===== config.mk =====
export PLATFORM = sky130hd
export DESIGN_NAME = compare_datapath_flat
export DESIGN_NICKNAME = d
export VERILOG_FILES = /design/src/rtl/compare_datapath_if.sv /design/src/rtl/compare_datapath.sv /design/src/flat_wrapper.sv
export SDC_FILE = /design/constraint.sdc
export NUM_CORES = 1
export LEC_CHECK = 0
export ABC_CLOCK_PERIOD_IN_PS = 6000
export BUFFER_PORTS_ARGS = -buffer_cell sky130_fd_sc_hd__buf_2
export CELL_PAD_IN_SITES_DETAIL_PLACEMENT = 1
export CELL_PAD_IN_SITES_GLOBAL_PLACEMENT = 2
export CORE_AREA = 2 2 117 119
export CTS_BUF_LIST = sky130_fd_sc_hd__clkbuf_16
export CTS_CLUSTER_DIAMETER = 80
export DETAILED_ROUTE_END_ITERATION = 7
export DIE_AREA = 0 0 119 121
export PLACE_DENSITY_LB_ADDON = 0.1
export SKIP_CTS_REPAIR_TIMING = 1
export SLEW_MARGIN = 20
export SYNTH_ARGS = -nofsm -noshare
export SYNTH_HDL_FRONTEND = slang
export SYNTH_SLANG_ARGS = --single-unit

===== constraint.sdc =====
create_clock -name clk -period 6 [get_ports clk]
set_clock_uncertainty 0.15 [all_clocks]
set_input_delay 0.6 -clock clk [delete_from_list [all_inputs] [get_ports clk]]
set_output_delay 0.6 -clock clk [all_outputs]
set_load 0.01 [all_outputs]

===== src/rtl/compare_datapath_if.sv =====
// Operand bus, load strobes and status flags between the compare/classify controller and its datapath.
// The controller uses master; the datapath uses slave.
interface compare_datapath_if #(
    parameter int WIDTH = 32
);
    logic             ldM;
    logic             ldQ;
    logic [WIDTH-1:0] data_in;

    logic             eqz1;
    logic             neqz1;
    logic             eqz2;
    logic             neqz2;
    logic             yes1;
    logic             no1;
    logic             yes2;
    logic             no2;
    logic             flags_valid;

    modport master (
        output ldM, ldQ, data_in,
        input  eqz1, neqz1, eqz2, neqz2, yes1, no1, yes2, no2, flags_valid
    );

    modport slave (
        input  ldM, ldQ, data_in,
        output eqz1, neqz1, eqz2, neqz2, yes1, no1, yes2, no2, flags_valid
    );
endinterface


===== src/rtl/compare_datapath.sv =====
// Operand registers M/Q plus registered compare flags for the compare/classify controller.
// Latency: a load at edge k shows in the flags at edge k+1. There is no backpressure: loads are accepted every cycle.
// The optional saturating load counter (load_cnt port) is present only when DP_LOAD_CNT_EN is defined.
module compare_datapath #(
    parameter int WIDTH = 32
`ifdef DP_LOAD_CNT_EN
    ,
    parameter int CNT_W = 8
`endif
) (
    input  logic                 clk,
    input  logic                 rst_n,
    compare_datapath_if.slave    dp
`ifdef DP_LOAD_CNT_EN
    ,
    output logic [CNT_W-1:0]     load_cnt
`endif
);

    typedef struct packed {
        logic eqz1;
        logic neqz1;
        logic eqz2;
        logic neqz2;
        logic yes1;
        logic no1;
        logic yes2;
        logic no2;
    } flags_t;

    logic [WIDTH-1:0] m_q;
    logic [WIDTH-1:0] q_q;
    logic             m_seen;
    logic             q_seen;
    logic             valid_q;
    flags_t           flags_q;

    // Operand registers and first-load tracking
    always_ff @(posedge clk or negedge rst_n) begin
        if (!rst_n) begin
            m_q    <= '0;
            q_q    <= '0;
            m_seen <= 1'b0;
            q_seen <= 1'b0;
        end else begin
            if (dp.ldM) begin
                m_q    <= dp.data_in;
                m_seen <= 1'b1;
            end
            if (dp.ldQ) begin
                q_q    <= dp.data_in;
                q_seen <= 1'b1;
            end
        end
    end

    // Compare logic works on the registered operands only.
    // The subtract is one bit wider than the operands, so M = all-ones with Q = 0 cannot overflow.
    logic             m_zero;
    logic             q_zero;
    logic             m_gt_q;
    logic [WIDTH:0]   diff;
    logic             diff_ge_q;
    logic             valid_nxt;
    flags_t           flags_nxt;

    always_comb begin
        m_zero    = (m_q == '0);
        q_zero    = (q_q == '0);
        m_gt_q    = (m_q > q_q);
        diff      = {1'b0, m_q} - {1'b0, q_q};
        diff_ge_q = (diff >= {1'b0, q_q});
        valid_nxt = m_seen & q_seen;

        flags_nxt = '0;
        if (valid_nxt) begin
            flags_nxt.eqz1  = m_zero;
            flags_nxt.neqz1 = ~m_zero;
            flags_nxt.eqz2  = q_zero;
            flags_nxt.neqz2 = ~q_zero;
            flags_nxt.yes1  = m_gt_q;
            flags_nxt.no1   = ~m_gt_q;
            // (M-Q)>=Q only means something when M>Q; otherwise report the "less" half
            flags_nxt.yes2  = m_gt_q & diff_ge_q;
            flags_nxt.no2   = ~(m_gt_q & diff_ge_q);
        end
    end

    always_ff @(posedge clk or negedge rst_n) begin
        if (!rst_n) begin
            flags_q <= '0;
            valid_q <= 1'b0;
        end else begin
            flags_q <= flags_nxt;
            valid_q <= valid_nxt;
        end
    end

    assign dp.eqz1        = flags_q.eqz1;
    assign dp.neqz1       = flags_q.neqz1;
    assign dp.eqz2        = flags_q.eqz2;
    assign dp.neqz2       = flags_q.neqz2;
    assign dp.yes1        = flags_q.yes1;
    assign dp.no1         = flags_q.no1;
    assign dp.yes2        = flags_q.yes2;
    assign dp.no2         = flags_q.no2;
    assign dp.flags_valid = valid_q;

`ifdef DP_LOAD_CNT_EN
    // A cycle with both strobes set counts as one load. The counter saturates at all-ones and does not wrap.
    always_ff @(posedge clk or negedge rst_n) begin
        if (!rst_n) begin
            load_cnt <= '0;
        end else if ((dp.ldM | dp.ldQ) && (load_cnt != {CNT_W{1'b1}})) begin
            load_cnt <= load_cnt + CNT_W'(1);
        end
    end
`endif

endmodule


===== src/flat_wrapper.sv =====
// flat-port wrapper written by rule: the top's interface ports become plain ports
module compare_datapath_flat 
#(
    parameter int WIDTH = 32

)
  (clk, rst_n, dp_ldM, dp_ldQ, dp_data_in, dp_eqz1, dp_neqz1, dp_eqz2, dp_neqz2, dp_yes1, dp_no1, dp_yes2, dp_no2, dp_flags_valid);
  compare_datapath_if #(.WIDTH(WIDTH)) dp_i ();
  input  logic clk;
  input  logic rst_n;
  input wire logic [$bits(dp_i.ldM)-1:0] dp_ldM;
  input wire logic [$bits(dp_i.ldQ)-1:0] dp_ldQ;
  input wire logic [$bits(dp_i.data_in)-1:0] dp_data_in;
  output wire logic [$bits(dp_i.eqz1)-1:0] dp_eqz1;
  output wire logic [$bits(dp_i.neqz1)-1:0] dp_neqz1;
  output wire logic [$bits(dp_i.eqz2)-1:0] dp_eqz2;
  output wire logic [$bits(dp_i.neqz2)-1:0] dp_neqz2;
  output wire logic [$bits(dp_i.yes1)-1:0] dp_yes1;
  output wire logic [$bits(dp_i.no1)-1:0] dp_no1;
  output wire logic [$bits(dp_i.yes2)-1:0] dp_yes2;
  output wire logic [$bits(dp_i.no2)-1:0] dp_no2;
  output wire logic [$bits(dp_i.flags_valid)-1:0] dp_flags_valid;
  assign dp_i.ldM = dp_ldM;
  assign dp_i.ldQ = dp_ldQ;
  assign dp_i.data_in = dp_data_in;
  assign dp_eqz1 = dp_i.eqz1;
  assign dp_neqz1 = dp_i.neqz1;
  assign dp_eqz2 = dp_i.eqz2;
  assign dp_neqz2 = dp_i.neqz2;
  assign dp_yes1 = dp_i.yes1;
  assign dp_no1 = dp_i.no1;
  assign dp_yes2 = dp_i.yes2;
  assign dp_no2 = dp_i.no2;
  assign dp_flags_valid = dp_i.flags_valid;
  compare_datapath #(.WIDTH(WIDTH)) u_core (.clk(clk), .rst_n(rst_n), .dp(dp_i));
endmodule

* Word level (Yosys, flattened, before mapping) *
Cells that the tools add are included.
Widths: inputs -> output; s select.

word-level totals
  output and inout bits = 9
  register bits = 75
  word-level logic and storage cells = 25

operators by class
  reductions and logical operators = 2
  $add $sub $neg = 1
  order comparisons = 2
  bitwise operators = 6
  multiplexer cells = 1

operators by type and width
  kind              count
  $logic_not 32->1  2
  $ge 33x32->1      1
  $sub 32x32->33    1
  $gt 32x32->1      1
  $mux 8            1
  $not 1->1         4
  $and 1x1->1       2

* Depth between registers and ports, before layout *
  depth in word-level cells = 5
  depth in mapped cells = 19
  depth with buffers taken out = 19

* Least setup slack after synthesis *
No wires, ideal clock.

  path kind = register to register
  start point = register u_core.q_q[0]
  end point = register u_core.flags_q, in the netlist u_core.dp.yes2
  stages on the path, launching flop included = 19
  data arrival time = 3.847 ns
  path buffers = 0
  required time = 5.731 ns
  setup time = 0.119 ns
  clock period less this slack = 4.116 ns
  path slack = 1.884 ns
  path through = dfrtp_1 -> ha_1 -> fa_1 -> nand2b_1 -> a21o_1 -> a211o_1 -> a21oi_1 -> o211ai_1 -> nand2b_1 -> a21oi_1 -> xnor2_1 -> ha_1 -> a21o_1 -> a21oi_1 -> nor2b_1 -> a2111oi_0 -> a21oi_1 -> o41a_1 -> and2_1

RTL lines
  what                    line                    text
  start, declared         compare_datapath.sv:32  logic [WIDTH-1:0] q_q;
  start signal, assigned  compare_datapath.sv:51  q_q <= dp.data_in;
  end signal, assigned    compare_datapath.sv:94  flags_q <= flags_nxt;
  end, declared           compare_datapath.sv:36  flags_t flags_q;

==> run_results.csv <==
group,metric,value,unit
yosys,synth-main-ff-cell,"sky130_fd_sc_hd__dfrtp_1",
global_route,grt_max_degree,76,
floorplan,initial_core_util,0.406,
sta,min_period,4.72,ns
yosys,syn_inst,574,
clocking,tritoncts,"yes",
clocking,clkSlewWorstSetupHoldPaths,0.06,ns
layout,area_delta_synth_final,13.1,%
sta,setup_slack,1.28,ns
sta,timing_worst_slew_pin_value,0.972,ns
sta,timing.max_slew.rel_slack,0.352,
layout,diode_count,0,
layout,area.sequential,1880,um^2
power_and_ir_drop,total_switching_power,683,uW
worst_setup_path,worstSetupStartpoint,"u_core.q_q[0]",
sta,finalHoldViolCount,0,
worst_setup_path,worstPathCellList,"ha_1, fa_1, nand2b_1, a21o_1, a211o_1, a21oi_1, o211ai_1, nand2b_1, a21oi_1, xnor2_1, ha_1, a21o_1, a21oi_1, nor2b_1, a2111oi_0, a21oi_1, o41a_1, and2_1",
route,route.final.wire_length,15100,um
route,initialDrtViolationCount,127,
global_route,grt_pass1_wl,25300,um
yosys,ys.warnings.count,0,
run_status,run_status,"completed",
power_and_ir_drop,p_clk_frac,0.299,
power_and_ir_drop,internal_power,1240,uW
global_route,initial_antenna_violation_count,0,
clocking,clock_tree_root,"sky130_fd_sc_hd__clkbuf_16",
power_and_ir_drop,power.switching_fraction,0.356,
route,vias_per_cell,5.52,
clocking,numCtsBuffers,9,
clocking,numClockSinks,75,
layout,num-nets-final,715,
global_route,grt_overflow,0,
power_and_ir_drop,peakVddDrop,0.128,mV
clocking,h_tree_lvls,3,
yosys,postSynthNetCount,675,
floorplan,floorplan.die_area,14400,um^2
floorplan,die-height,121,um
layout,area_occupied_by_multi_input_gates,3220,um^2
route,vias,4386,
power_and_ir_drop,ratio_of_total_power_to_cell_area,319,nW/um^2
sta,final_min_period_over_clock_period,0.787,
worst_setup_path,critical_path.max_fanout,5,
yosys,ys_types,53,
sta,max_freq,0.212,GHz
floorplan,die_w,119,um
sta,final.setup.tns,0,ns
yosys,seq_area_frac_synth,0.353,
layout,fillCellCount,1536,
worst_setup_path,worst_ep_arrival_time,4.80,ns
sta,slew_violations,0,
worst_setup_path,max_stage_delay,0.48,ns
yosys,synth_enable_flop_cells,0,
route,drt-wirelength-per-cell,19.0,um
worst_setup_path,critical_path_launch_point_type,"flop",
yosys,async_reset_ff_frac,1.00,
run,timing.max_cap.violations,0,
placement,place_hpwl,11800,um
layout,share_of_layout_cells_above_drive_strength_1,0.171,
worst_hold_path,hold_path_class,"primary input to async pin",
placement,gp_routability_congestion,0.891,
worst_setup_path,setup.worst_path.class,"flop to flop",
yosys,syn_area,5320,um^2
worst_setup_path,critical_path.most_common_cell,"sky130_fd_sc_hd__a21oi_1",
worst_setup_path,critical_path_required,6.08,ns
yosys,synth.avg_cell_area,9.26,um^2
worst_setup_path,worst_path_max_delay_cell,"sky130_fd_sc_hd__a2111oi_0",
power_and_ir_drop,seqPwrFrac,0.311,
route,detail_route.drc_violations,0,
floorplan,floorplan.rows,42,
route,dr.pass1.iters,4,
clocking,cts_max_path_buffers,2,
global_route,grt_pass1_vias,4695,
placement,pre_cts_setup_slack,1.27,ns
yosys,synth-seq-cells,75,
route,drt.antenna.violating_nets,0,
sta,rsz0062_at_grt,"false",
floorplan,standard_cell_core_area,13100,um^2
placement,placement.io_buffers,44,
worst_setup_path,critPathCaptureType,"flop",
global_route,global_route.usage.total,0.228,
layout,finalCoreUtilization,0.459,
sta,setup_violations,0,
clocking,clk-insertion-delay-late,0.35,ns
floorplan,ioPinCount,45,
worst_setup_path,reg2reg_from,"u_core.q_q[0]",
power_and_ir_drop,combPwrFrac,0.390,
power_and_ir_drop,p_leak,0.00276,uW
-- cell usage in the layout (no fill, tap or decap), drive strengths merged, types with 8 or more instances in the layout --
cell type	n
clkbuf	9
dfrtp	75
nor4	20
buf	44
a21o	24
ha	64
and3	8
nand3	8
inv	44
mux2	31
nand4	16
o21ai	53
nor2	26
xnor2	19
nor3	10
nand2	51
a21oi	39
-- power groups by stage --
stage / Clock (uW) / Sequential, uW / Combinational [uW]
finish: 573 / 598 / 749
global route: 608 / 605 / 848
CTS: 587 / 598 / 753
detailed placement: 0 / 607 / 744
global placement: 0 / 604 / 724
floorplan: 0 / 592 / 546
-- cells in the mapped netlist, types with 2 or more instances --
cell                        n  share of area
sky130_fd_sc_hd__a211o_1    2         0.0033
sky130_fd_sc_hd__a211oi_1   3         0.0042
sky130_fd_sc_hd__a21o_1    22          0.031
sky130_fd_sc_hd__a21o_2     2         0.0033
sky130_fd_sc_hd__a21oi_1   37          0.035
sky130_fd_sc_hd__a21oi_2    2         0.0033
sky130_fd_sc_hd__a221oi_2   2         0.0056
sky130_fd_sc_hd__a31o_2     2         0.0033
sky130_fd_sc_hd__a31oi_1    6         0.0071
sky130_fd_sc_hd__and2_1     3         0.0035
sky130_fd_sc_hd__and3_1     5         0.0059
sky130_fd_sc_hd__and3_2     2         0.0028
sky130_fd_sc_hd__and4_1     3         0.0049
sky130_fd_sc_hd__buf_1      3         0.0021
sky130_fd_sc_hd__clkbuf_1  11         0.0078
sky130_fd_sc_hd__dfrtp_1   75           0.35
sky130_fd_sc_hd__ha_1      64           0.15
sky130_fd_sc_hd__inv_1     43          0.030
sky130_fd_sc_hd__mux2_2    31          0.066
sky130_fd_sc_hd__nand2_1   51          0.036
sky130_fd_sc_hd__nand2b_1   6         0.0071
sky130_fd_sc_hd__nand3_1    8         0.0075
sky130_fd_sc_hd__nand4_1   16          0.019
sky130_fd_sc_hd__nor2_1    26          0.018
sky130_fd_sc_hd__nor2b_1    4         0.0047
sky130_fd_sc_hd__nor3_1    10         0.0094
sky130_fd_sc_hd__nor4_1    20          0.024
sky130_fd_sc_hd__o211ai_1   6         0.0085
sky130_fd_sc_hd__o21a_1     7         0.0099
sky130_fd_sc_hd__o21ai_0   48          0.045
sky130_fd_sc_hd__o21ai_1    3         0.0028
sky130_fd_sc_hd__o21ai_2    2         0.0033
sky130_fd_sc_hd__o21bai_1   2         0.0028
sky130_fd_sc_hd__o311ai_1   2         0.0033
sky130_fd_sc_hd__or2_2      3         0.0035
sky130_fd_sc_hd__xnor2_1   19          0.031
sky130_fd_sc_hd__xor2_1     7          0.012
-- state kept, by name, indices dropped and copies added, names as in the netlist --
signal	count
u_core.dp.eqz1	1
u_core.dp.no2	1
u_core.dp.neqz1	1
u_core.dp.yes1	1
u_core.m_q	32
u_core.dp.eqz2	1
u_core.m_seen	1
u_core.q_seen	1
u_core.dp.neqz2	1
u_core.q_q	32
u_core.dp.yes2	1
u_core.dp.flags_valid	1
u_core.dp.no1	1
-- critical path: cells and delay by family (launching register included) --
| kind | cells | cell delay, ns |
|---|---|---|
| DFF | 1 | 0.43 |
| xor gates and xnor gates | 1 | 0.14 |
| adders and majority gates | 3 | 0.96 |
| AOI/OAI and AO/OA | 10 | 2.44 |
| and+or+nand+nor | 4 | 0.49 |
-- path summary, 6_finish.rpt --
check,depth (start not counted),slack [ns],endpoint
max,18,1.28,u_core.dp.yes2
max reg2reg,18,1.28,u_core.dp.yes2
min reg2reg,1,0.32,u_core.q_seen
min,1,0.26,u_core.m_seen
min in group clk,3,0.32,u_core.q_q[21]
max in group asynchronous,1,4.81,u_core.q_q[20]
-- stage by stage --
stage	power (uW)	cell area, um^2	cells	hold slack [ns]
floorplan	1140	5320	574	0.154
global placement	1330	5700	779	0.299
finish	1920	6010	795	0.265
CTS	1940	6010	795	0.297
detailed placement	1350	5700	779	0.307
global route	2060	6010	795	0.327
-- logic make-up after synthesis --
kind of cell / after synthesis / share of synthesized area
AOI/OAI and AO/OA: 157 / 0.187
and+or+nand+nor: 161 / 0.153
muxes: 32 / 0.0676
DFF: 75 / 0.353
xor gates and xnor gates: 26 / 0.0428
adders and majority gates: 65 / 0.154
buffers and inverters: 58 / 0.0417
-- final cells by class --
cell class,instances,share of cell area
clock inverters,7,0.0139
clock buffers,9,0.0375
well taps,176,0.0366
repair buffers,44,0.0375
inverters,43,0.0269
multi-input cells,441,0.535
flip-flops and latches,75,0.312
-- per-layer routing --
metal / global-route usage / up-vias / routed length, um
met1: 0.310 / 2149 / 7470
li1: - / 2173 / -
met5: 0 / - / 0
met4: 0.0632 / 0 / 195
met2: 0.372 / 54 / 7040
met3: 0.0423 / 10 / 400
(Power assumes the default switching activity.)
